## src/rtl/mram_burst_reg_ctrl_if.sv

```systemverilog
// Signal bundle for the MRAM burst controller: I2C register port, MRAM pins,
// status strobes and a debug view of the sequencer state.
interface mram_burst_reg_ctrl_if #(
    parameter int ADDR_W = 20,
    parameter int DATA_W = 16
);
    // Register port: writeEn is a single-cycle strobe with no back-pressure; the
    // controller always accepts it. A GO or config write that arrives while busy
    // is dropped and reported through the sticky ERR bit instead of stalling.
    logic [7:0]        addr;
    logic [7:0]        dataIn;
    logic              writeEn;
    logic [7:0]        dataOut;

    logic [ADDR_W-1:0] mram_addr;
    logic [DATA_W-1:0] mram_dq_o;
    logic [DATA_W-1:0] mram_dq_i;
    logic              mram_dq_oe;
    logic              mram_ce_n;
    logic              mram_oe_n;
    logic              mram_we_n;
    logic              mram_lb_n;
    logic              mram_ub_n;

    logic              busy;
    logic              done;
    logic [1:0]        dbg_state;

    modport slave (
        input  addr, dataIn, writeEn, mram_dq_i,
        output dataOut, mram_addr, mram_dq_o, mram_dq_oe,
        output mram_ce_n, mram_oe_n, mram_we_n, mram_lb_n, mram_ub_n,
        output busy, done, dbg_state
    );

    modport master (
        output addr, dataIn, writeEn, mram_dq_i,
        input  dataOut, mram_addr, mram_dq_o, mram_dq_oe,
        input  mram_ce_n, mram_oe_n, mram_we_n, mram_lb_n, mram_ub_n,
        input  busy, done, dbg_state
    );
endinterface

```

## src/rtl/mram_burst_reg_ctrl.sv

```systemverilog
// Register-mapped burst controller for an asynchronous parallel MRAM: an 8-entry
// data buffer, auto-incrementing address and a SETUP/ACCESS/RECOV beat sequencer.
module mram_burst_reg_ctrl #(
    parameter int ADDR_W     = 20,
    parameter int DATA_W     = 16,
    parameter int ACCESS_CYC = 5,
    parameter int RECOV_CYC  = 1
) (
    input logic                  clk,
    input logic                  rst_n,
    mram_burst_reg_ctrl_if.slave bus
);
    typedef enum logic [1:0] {
        ST_IDLE   = 2'd0,
        ST_SETUP  = 2'd1,
        ST_ACCESS = 2'd2,
        ST_RECOV  = 2'd3
    } state_t;

    localparam int CNT_MAX = (ACCESS_CYC > RECOV_CYC) ? ACCESS_CYC : RECOV_CYC;
    localparam int CW      = (CNT_MAX > 1) ? $clog2(CNT_MAX) : 1;
    localparam logic [CW-1:0] ACC_LAST = CW'(ACCESS_CYC - 1);
    localparam logic [CW-1:0] REC_LAST = CW'(RECOV_CYC - 1);
    localparam logic UB_ACC = (DATA_W == 8);

    // Register file
    logic        ctrl_rw_q,   ctrl_rw_d;
    logic [2:0]  ctrl_blen_q, ctrl_blen_d;
    logic [23:0] addr_reg_q,  addr_reg_d;
    logic [2:0]  idx_q,       idx_d;
    logic        err_q,       err_d;
    logic [7:0]  dataout_q,   dataout_d;
    logic [7:0]  addr_prev_q;
    logic [7:0]  dbuf_lo_q [8];
    logic [7:0]  dbuf_hi_q [8];

    // Beat sequencer
    state_t            state_q;
    logic [CW-1:0]     cyc_q;
    logic [2:0]        beat_q;
    logic [2:0]        beats_left_q;
    logic              rw_q;
    logic [ADDR_W-1:0] maddr_q;
    logic [DATA_W-1:0] dq_o_q;
    logic              dq_oe_q;
    logic              ce_n_q, oe_n_q, we_n_q, lb_n_q, ub_n_q;
    logic              busy_q, done_q, done_bit_q;

    logic        wr_ok;
    logic        go;
    logic        cap_en;
    logic [2:0]  beat_nx;
    logic [15:0] word_nx;
    logic [15:0] dq_in16;

    // busy_q is high exactly while the sequencer is away from IDLE.
    assign wr_ok   = bus.writeEn && !busy_q;
    assign go      = wr_ok && (bus.addr == 8'h07) && bus.dataIn[0];
    assign cap_en  = (state_q == ST_ACCESS) && (cyc_q == ACC_LAST) && !rw_q;
    assign beat_nx = (state_q == ST_IDLE) ? 3'd0 : beat_q + 3'd1;
    assign word_nx = {dbuf_hi_q[beat_nx], dbuf_lo_q[beat_nx]};
    assign dq_in16 = 16'(bus.mram_dq_i);

    always_comb begin
        ctrl_rw_d   = ctrl_rw_q;
        ctrl_blen_d = ctrl_blen_q;
        addr_reg_d  = addr_reg_q;
        idx_d       = idx_q;
        err_d       = err_q;
        dataout_d   = 8'h00;

        if (wr_ok) begin
            case (bus.addr)
                8'h00: begin
                    ctrl_rw_d   = bus.dataIn[0];
                    ctrl_blen_d = bus.dataIn[7:5];
                end
                8'h01: addr_reg_d[7:0]   = bus.dataIn;
                8'h02: addr_reg_d[15:8]  = bus.dataIn;
                8'h03: addr_reg_d[23:16] = bus.dataIn;
                8'h06: idx_d             = bus.dataIn[2:0];
                default: ;
            endcase
        end

        // DATA_HI steps IDX once per fresh selection or per accepted write.
        if ((bus.addr == 8'h05) && ((addr_prev_q != 8'h05) || wr_ok))
            idx_d = idx_q + 3'd1;

        if (bus.writeEn) begin
            if (busy_q && (bus.addr <= 8'h06))
                err_d = 1'b1;
            if (bus.addr == 8'h07) begin
                if (bus.dataIn[1])
                    err_d = 1'b0;
                if (bus.dataIn[0] && busy_q)
                    err_d = 1'b1;
            end
        end

        case (bus.addr)
            8'h00: dataout_d = {ctrl_blen_q, 4'b0000, ctrl_rw_q};
            8'h01: dataout_d = addr_reg_q[7:0];
            8'h02: dataout_d = addr_reg_q[15:8];
            8'h03: dataout_d = addr_reg_q[23:16];
            8'h04: dataout_d = dbuf_lo_q[idx_q];
            8'h05: dataout_d = (DATA_W == 16) ? dbuf_hi_q[idx_q] : 8'h00;
            8'h06: dataout_d = {5'b00000, idx_q};
            8'h07: dataout_d = {5'b00000, err_q, done_bit_q, busy_q};
            default: dataout_d = 8'h00;
        endcase
    end

    always_ff @(posedge clk or negedge rst_n) begin
        if (!rst_n) begin
            ctrl_rw_q   <= 1'b0;
            ctrl_blen_q <= 3'd0;
            addr_reg_q  <= 24'd0;
            idx_q       <= 3'd0;
            err_q       <= 1'b0;
            dataout_q   <= 8'h00;
            addr_prev_q <= 8'h00;
        end else begin
            ctrl_rw_q   <= ctrl_rw_d;
            ctrl_blen_q <= ctrl_blen_d;
            addr_reg_q  <= addr_reg_d;
            idx_q       <= idx_d;
            err_q       <= err_d;
            dataout_q   <= dataout_d;
            addr_prev_q <= bus.addr;
        end
    end

    // Buffer contents are don't-care after reset, so it carries no reset.
    always_ff @(posedge clk) begin
        if (cap_en) begin
            dbuf_lo_q[beat_q] <= dq_in16[7:0];
            dbuf_hi_q[beat_q] <= dq_in16[15:8];
        end else if (wr_ok && (bus.addr == 8'h04)) begin
            dbuf_lo_q[idx_q] <= bus.dataIn;
        end else if (wr_ok && (bus.addr == 8'h05) && (DATA_W == 16)) begin
            dbuf_hi_q[idx_q] <= bus.dataIn;
        end
    end

    always_ff @(posedge clk or negedge rst_n) begin
        if (!rst_n) begin
            state_q      <= ST_IDLE;
            cyc_q        <= '0;
            beat_q       <= 3'd0;
            beats_left_q <= 3'd0;
            rw_q         <= 1'b0;
            maddr_q      <= '0;
            dq_o_q       <= '0;
            dq_oe_q      <= 1'b0;
            ce_n_q       <= 1'b1;
            oe_n_q       <= 1'b1;
            we_n_q       <= 1'b1;
            lb_n_q       <= 1'b1;
            ub_n_q       <= 1'b1;
            busy_q       <= 1'b0;
            done_q       <= 1'b0;
            done_bit_q   <= 1'b0;
        end else begin
            done_q <= 1'b0;
            unique case (state_q)
                ST_IDLE: begin
                    if (go) begin
                        rw_q         <= ctrl_rw_q;
                        beats_left_q <= ctrl_blen_q;
                        beat_q       <= 3'd0;
                        maddr_q      <= addr_reg_q[ADDR_W-1:0];
                        dq_o_q       <= word_nx[DATA_W-1:0];
                        dq_oe_q      <= ctrl_rw_q;
                        busy_q       <= 1'b1;
                        done_bit_q   <= 1'b0;
                        state_q      <= ST_SETUP;
                    end
                end
                ST_SETUP: begin
                    cyc_q   <= '0;
                    ce_n_q  <= 1'b0;
                    lb_n_q  <= 1'b0;
                    ub_n_q  <= UB_ACC;
                    we_n_q  <= !rw_q;
                    oe_n_q  <= rw_q;
                    dq_oe_q <= rw_q;
                    state_q <= ST_ACCESS;
                end
                ST_ACCESS: begin
                    if (cyc_q == ACC_LAST) begin
                        cyc_q   <= '0;
                        ce_n_q  <= 1'b1;
                        oe_n_q  <= 1'b1;
                        we_n_q  <= 1'b1;
                        lb_n_q  <= 1'b1;
                        ub_n_q  <= 1'b1;
                        dq_oe_q <= rw_q;
                        state_q <= ST_RECOV;
                    end else begin
                        cyc_q <= cyc_q + CW'(1);
                    end
                end
                ST_RECOV: begin
                    // Write data is held on the pad for the first recovery cycle only.
                    dq_oe_q <= 1'b0;
                    if (cyc_q == REC_LAST) begin
                        if (beats_left_q != 3'd0) begin
                            beats_left_q <= beats_left_q - 3'd1;
                            beat_q       <= beat_nx;
                            maddr_q      <= maddr_q + ADDR_W'(1);
                            dq_o_q       <= word_nx[DATA_W-1:0];
                            dq_oe_q      <= rw_q;
                            state_q      <= ST_SETUP;
                        end else begin
                            busy_q     <= 1'b0;
                            done_q     <= 1'b1;
                            done_bit_q <= 1'b1;
                            state_q    <= ST_IDLE;
                        end
                    end else begin
                        cyc_q <= cyc_q + CW'(1);
                    end
                end
                default: state_q <= ST_IDLE;
            endcase
        end
    end

    assign bus.dataOut    = dataout_q;
    assign bus.mram_addr  = maddr_q;
    assign bus.mram_dq_o  = dq_o_q;
    assign bus.mram_dq_oe = dq_oe_q;
    assign bus.mram_ce_n  = ce_n_q;
    assign bus.mram_oe_n  = oe_n_q;
    assign bus.mram_we_n  = we_n_q;
    assign bus.mram_lb_n  = lb_n_q;
    assign bus.mram_ub_n  = ub_n_q;
    assign bus.busy       = busy_q;
    assign bus.done       = done_q;
    assign bus.dbg_state  = state_q;
endmodule
```

## src/flat_wrapper.sv

```systemverilog
// flat-port wrapper written by rule: the top's interface ports become plain ports
module mram_burst_reg_ctrl_flat 
#(
    parameter int ADDR_W     = 20,
    parameter int DATA_W     = 16,
    parameter int ACCESS_CYC = 5,
    parameter int RECOV_CYC  = 1
)
  (clk, rst_n, bus_addr, bus_dataIn, bus_writeEn, bus_mram_dq_i, bus_dataOut, bus_mram_addr, bus_mram_dq_o, bus_mram_dq_oe, bus_mram_ce_n, bus_mram_oe_n, bus_mram_we_n, bus_mram_lb_n, bus_mram_ub_n, bus_busy, bus_done, bus_dbg_state);
  mram_burst_reg_ctrl_if #(.ADDR_W(ADDR_W), .DATA_W(DATA_W)) bus_i ();
  input logic clk;
  input logic rst_n;
  input wire logic [$bits(bus_i.addr)-1:0] bus_addr;
  input wire logic [$bits(bus_i.dataIn)-1:0] bus_dataIn;
  input wire logic [$bits(bus_i.writeEn)-1:0] bus_writeEn;
  input wire logic [$bits(bus_i.mram_dq_i)-1:0] bus_mram_dq_i;
  output wire logic [$bits(bus_i.dataOut)-1:0] bus_dataOut;
  output wire logic [$bits(bus_i.mram_addr)-1:0] bus_mram_addr;
  output wire logic [$bits(bus_i.mram_dq_o)-1:0] bus_mram_dq_o;
  output wire logic [$bits(bus_i.mram_dq_oe)-1:0] bus_mram_dq_oe;
  output wire logic [$bits(bus_i.mram_ce_n)-1:0] bus_mram_ce_n;
  output wire logic [$bits(bus_i.mram_oe_n)-1:0] bus_mram_oe_n;
  output wire logic [$bits(bus_i.mram_we_n)-1:0] bus_mram_we_n;
  output wire logic [$bits(bus_i.mram_lb_n)-1:0] bus_mram_lb_n;
  output wire logic [$bits(bus_i.mram_ub_n)-1:0] bus_mram_ub_n;
  output wire logic [$bits(bus_i.busy)-1:0] bus_busy;
  output wire logic [$bits(bus_i.done)-1:0] bus_done;
  output wire logic [$bits(bus_i.dbg_state)-1:0] bus_dbg_state;
  assign bus_i.addr = bus_addr;
  assign bus_i.dataIn = bus_dataIn;
  assign bus_i.writeEn = bus_writeEn;
  assign bus_i.mram_dq_i = bus_mram_dq_i;
  assign bus_dataOut = bus_i.dataOut;
  assign bus_mram_addr = bus_i.mram_addr;
  assign bus_mram_dq_o = bus_i.mram_dq_o;
  assign bus_mram_dq_oe = bus_i.mram_dq_oe;
  assign bus_mram_ce_n = bus_i.mram_ce_n;
  assign bus_mram_oe_n = bus_i.mram_oe_n;
  assign bus_mram_we_n = bus_i.mram_we_n;
  assign bus_mram_lb_n = bus_i.mram_lb_n;
  assign bus_mram_ub_n = bus_i.mram_ub_n;
  assign bus_busy = bus_i.busy;
  assign bus_done = bus_i.done;
  assign bus_dbg_state = bus_i.dbg_state;
  mram_burst_reg_ctrl #(.ADDR_W(ADDR_W), .DATA_W(DATA_W), .ACCESS_CYC(ACCESS_CYC), .RECOV_CYC(RECOV_CYC)) u_core (.clk(clk), .rst_n(rst_n), .bus(bus_i));
endmodule
```

## config.mk

```make
export PLATFORM = sky130hd
export DESIGN_NAME = mram_burst_reg_ctrl_flat
export DESIGN_NICKNAME = d
export VERILOG_FILES = /design/src/rtl/mram_burst_reg_ctrl_if.sv /design/src/rtl/mram_burst_reg_ctrl.sv /design/src/flat_wrapper.sv
export SDC_FILE = /design/constraint.sdc
export NUM_CORES = 1
export LEC_CHECK = 0
export CAP_MARGIN = 20
export CORE_MARGIN = 2
export CORE_UTILIZATION = 45
export DETAILED_ROUTE_END_ITERATION = 12
export PLACE_DENSITY = 0.72
export SETUP_SLACK_MARGIN = 0.2
export SYNTH_ARGS = -nofsm -noshare
export SYNTH_HDL_FRONTEND = slang
export SYNTH_SLANG_ARGS = --single-unit
```

## constraint.sdc

```tcl
create_clock -name clk -period 3.25 [get_ports clk]
set_input_delay 0.65 -clock clk [delete_from_list [all_inputs] [get_ports clk]]
set_output_delay 0.65 -clock clk [all_outputs]
set_load 0.01 [all_outputs]
```

==> impl_metrics.py <==
metrics = {
    "outcome": {
        "status": "finished clean",
    },
    "pwr": {
        "peakVddDrop_v": 0.000496,
        "power_density_nw_per_um2": 683,
        "power_leakage_nw": 5.04,
    },
    "synth": {
        "synth_nets": 891,
        "syn_area_per_cell_um2": 13.4,
        "synth-async-reset-ratio_pct": 44.6,
        "synth.area.top_cells": "edfxtp_1 34%, dfrtp_1 22%, mux4_2 11%, mux2_2 4.9%, mux2i_1 3.4%",
        "syn_area_um2": 11300,
        "ys_top_cells_by_count": "128 x edfxtp_1, 100 x dfrtp_1, 65 x a21oi_1",
        "synth_cell_types": 72,
        "synth_cells": 845,
        "synthFlopType": "edfxtp_1",
        "synth_top_area_cell": "edfxtp_1",
        "synth_top_area_share_pct": 33.9,
        "ys_seq_area_share_pct": 56.7,
        "ys_ff_latch": 231,
        "synth_warnings": 0,
        "synth_edf_count": 128,
        "yosysMostFrequentCell": "edfxtp_1",
    },
    "routing": {
        "drt-total-wl_um": 30400,
        "drc": 0,
        "drt_iter0_drc": 743,
        "via_per_inst": 6.12,
        "drt_first_pass_iters": 5,
        "wire_per_inst_um": 23.1,
        "num_vias": 8038,
        "ant_nets": 0,
    },
    "setup_path": {
        "crit_chain": "clkdlybuf4s50_1 -> nor4b_1 -> buf_4 -> and4_1 -> buf_4 -> a21oi_1 -> nor2_1",
        "critPathLaunchType": "input port",
        "slowest_stage": "nor2_1",
        "critPathArrivalTime_ns": 3.08,
        "path_common_cell": "buf_4",
        "cpPeakStageDelay_ns": 0.69,
        "cp.buffers_inverters": 3,
        "cp_top_family": "simple AND/OR/NAND/NOR gates",
        "crit_fanout": 8,
        "crit_type": "input port to flop",
        "cp-end-kind": "flop",
        "cp.required_ns": 3.42,
    },
    "sta": {
        "slew_headroom_pct": 32.5,
        "hold_violations": 0,
        "fmaxAchievable_mhz": 344,
        "worstMarginPinSlew_ns": 1.01,
        "setup_violations": 0,
        "slew_viol_final": 0,
        "setup_ws_ns": 0.341,
        "period_needed_ns": 2.91,
        "finClkSkew_ns": 0.0336,
        "timing.final.crit_share_pct": 89.5,
        "rsz0062_at_grt": "no",
    },
    "place": {
        "dpl-instance-area_um2": 12900,
        "place_congestion": 0.900,
        "pre_cts_ws_ns": -0.217,
        "port_buffers": 88,
        "place_hpwl_um": 21400,
    },
    "floorplanning": {
        "fp.dieH_um": 163,
        "start_util_pct": 45.4,
        "die_w_um": 163,
        "num_rows": 58,
        "core-area_um2": 25000,
        "io_pins": 89,
        "die-area_um2": 26500,
    },
    "cts": {
        "cts_sinks": 231,
        "cts_buffers": 25,
        "cts_tree": "done",
        "path_clk_slew_ns": 0.06,
        "clockBufferDepth": 3,
        "post_cts_buffers": 0,
        "clk_root_buffer_cell": "clkbuf_16",
        "ctsHoldBuffers": 0,
        "clkLatencyLatePin_ns": 0.54,
        "htree_levels": 1,
    },
    "grt": {
        "grt_pass1_vias": 8006,
        "grt_max_degree": 53,
        "grt.overflow.total": 0,
        "antenna_found_initial": 0,
        "grt_pass1_wl_um": 47100,
        "grt_use_total_pct": 23.3,
    },
    "final_layout": {
        "nets": 1012,
        "nFillCells": 2055,
        "post-route-cell-area_um2": 13700,
        "antennaDiodeCount": 0,
        "layout-drive-gt1-share_pct": 23.3,
        "area_delta_synth_final_pct": 21.2,
    },
    "hold_path": {
        "hold_path_class": "input port to async pin",
    },
    "job": {
        "drv.max_cap_violation_count": 0,
    },
}
-- final cells by class --
| cell class | instances | area, um^2 | area share [%] |
|---|---|---|---|
| multi-input cells | 544 | 4640 | 33.7 |
| repair buffers | 149 | 1400 | 10.2 |
| clock buffers | 36 | 708 | 5.15 |
| flip-flops and latches | 231 | 6430 | 46.8 |
| well taps | 330 | 413 | 3.00 |
| inverters | 15 | 56.3 | 0.410 |
| clock inverters | 8 | 104 | 0.756 |
-- cells by family (layout without fill, tap and decap cells) --
group	count (synthesis)	after routing	share of synthesized area (%)
and+or+nand+nor	200	200	8.99
DFF	231	231	56.7
AOI/OAI and AO/OA	186	186	10.7
buffers and inverters	70	208	2.61
adders and majority gates	11	11	1.21
xor gates and xnor gates	2	2	0.155
muxes	145	145	19.6
-- metal layers --
layer | GRT usage [%] | routed length, um | up-vias
li1 | - | - | 3566
met3 | 4.61 | 2450 | 70
met1 | 31.8 | 12400 | 4026
met2 | 38.0 | 14500 | 376
met5 | 0 | 0 | -
met4 | 7.16 | 1040 | 0
-- report_power, final --
group	total, mW	leakage (nW)	internal (mW)	switching [mW]
clock network	2.83	0.399	1.67	1.16
registers	3.65	2.44	3.36	0.292
logic	2.90	2.21	1.31	1.59
total	9.38	5.04	6.34	3.04
-- state kept, by name (all words and copies together), names as in the netlist, 8 cells and up --
signal,cells
u_core.addr_reg_q,24
u_core.addr_prev_q,8
u_core.dbuf_lo_q,64
u_core.bus.mram_dq_o,16
u_core.bus.mram_addr,20
u_core.dbuf_hi_q,64
u_core.bus.dataOut,8
-- what timing repair did --
item                                    4_1_cts  5_1_grt
endpoints found under the setup margin        0        8
resized for setup                             0        1
hold endpoints to repair                      0        0
-- cell usage in the layout (no fill, tap or decap), types with 4 or more instances in the layout --
cell | Yosys | layout
nor2b_1 | 7 | 7
clkbuf_1 | 34 | 8
a21o_1 | 6 | 6
mux2i_1 | 39 | 39
ha_1 | 11 | 11
nor2_1 | 51 | 49
nor4b_1 | 5 | 5
nand2_1 | 59 | 59
mux2_2 | 49 | 49
nor3_1 | 10 | 10
dfrtp_1 | 100 | 99
buf_12 | 0 | 5
clkbuf_16 | 0 | 26
buf_4 | 4 | 57
o2111ai_1 | 4 | 4
clkdlybuf4s50_1 | 0 | 87
nand3_1 | 19 | 19
a221o_1 | 14 | 14
nor4_1 | 6 | 6
edfxtp_1 | 128 | 128
and4_1 | 4 | 4
o22ai_1 | 9 | 9
a22oi_1 | 14 | 14
inv_1 | 13 | 13
nand4_1 | 8 | 8
or2_2 | 5 | 5
a21oi_1 | 65 | 65
clkinv_2 | 0 | 4
mux4_2 | 57 | 57
nand2b_1 | 6 | 6
o21ai_0 | 34 | 34
-- worst paths after layout --
path                                                from                  endpoint  slack [ns]  depth (start not counted)
max in group asynchronous                          rst_n     u_core.addr_reg_q[20]        2.25                          2
worst min register to register  u_core.bus.mram_dq_o[14]  u_core.bus.mram_dq_o[14]        0.49                          2
min in group clk                u_core.bus.mram_dq_o[14]  u_core.bus.mram_dq_o[14]        0.49                          2
worst min-delay path                               rst_n     u_core.addr_reg_q[13]        0.17                          1
worst max register to register   u_core.bus.dbg_state[0]    u_core.dbuf_hi_q[3][4]        0.36                          8
worst max-delay path                         bus_addr[3]    u_core.dbuf_hi_q[5][6]        0.34                          7
-- through the flow --
stage	instances	power, mW	hold slack [ns]	setup TNS [ns]	util [%]
6_report	1313	9.38	0.166	0	55.1
5_1_grt	1313	9.83	0.212	0	55.1
4_1_cts	1313	9.40	0.174	0	55.0
3_5_place_dp	1269	6.58	0.487	-12.08	51.8
3_3_place_gp	1269	6.54	0.468	-8.11	51.8
2_1_floorplan	845	5.36	0.354	0	-
No activity file was read; power rests on OpenSTA's default activity.
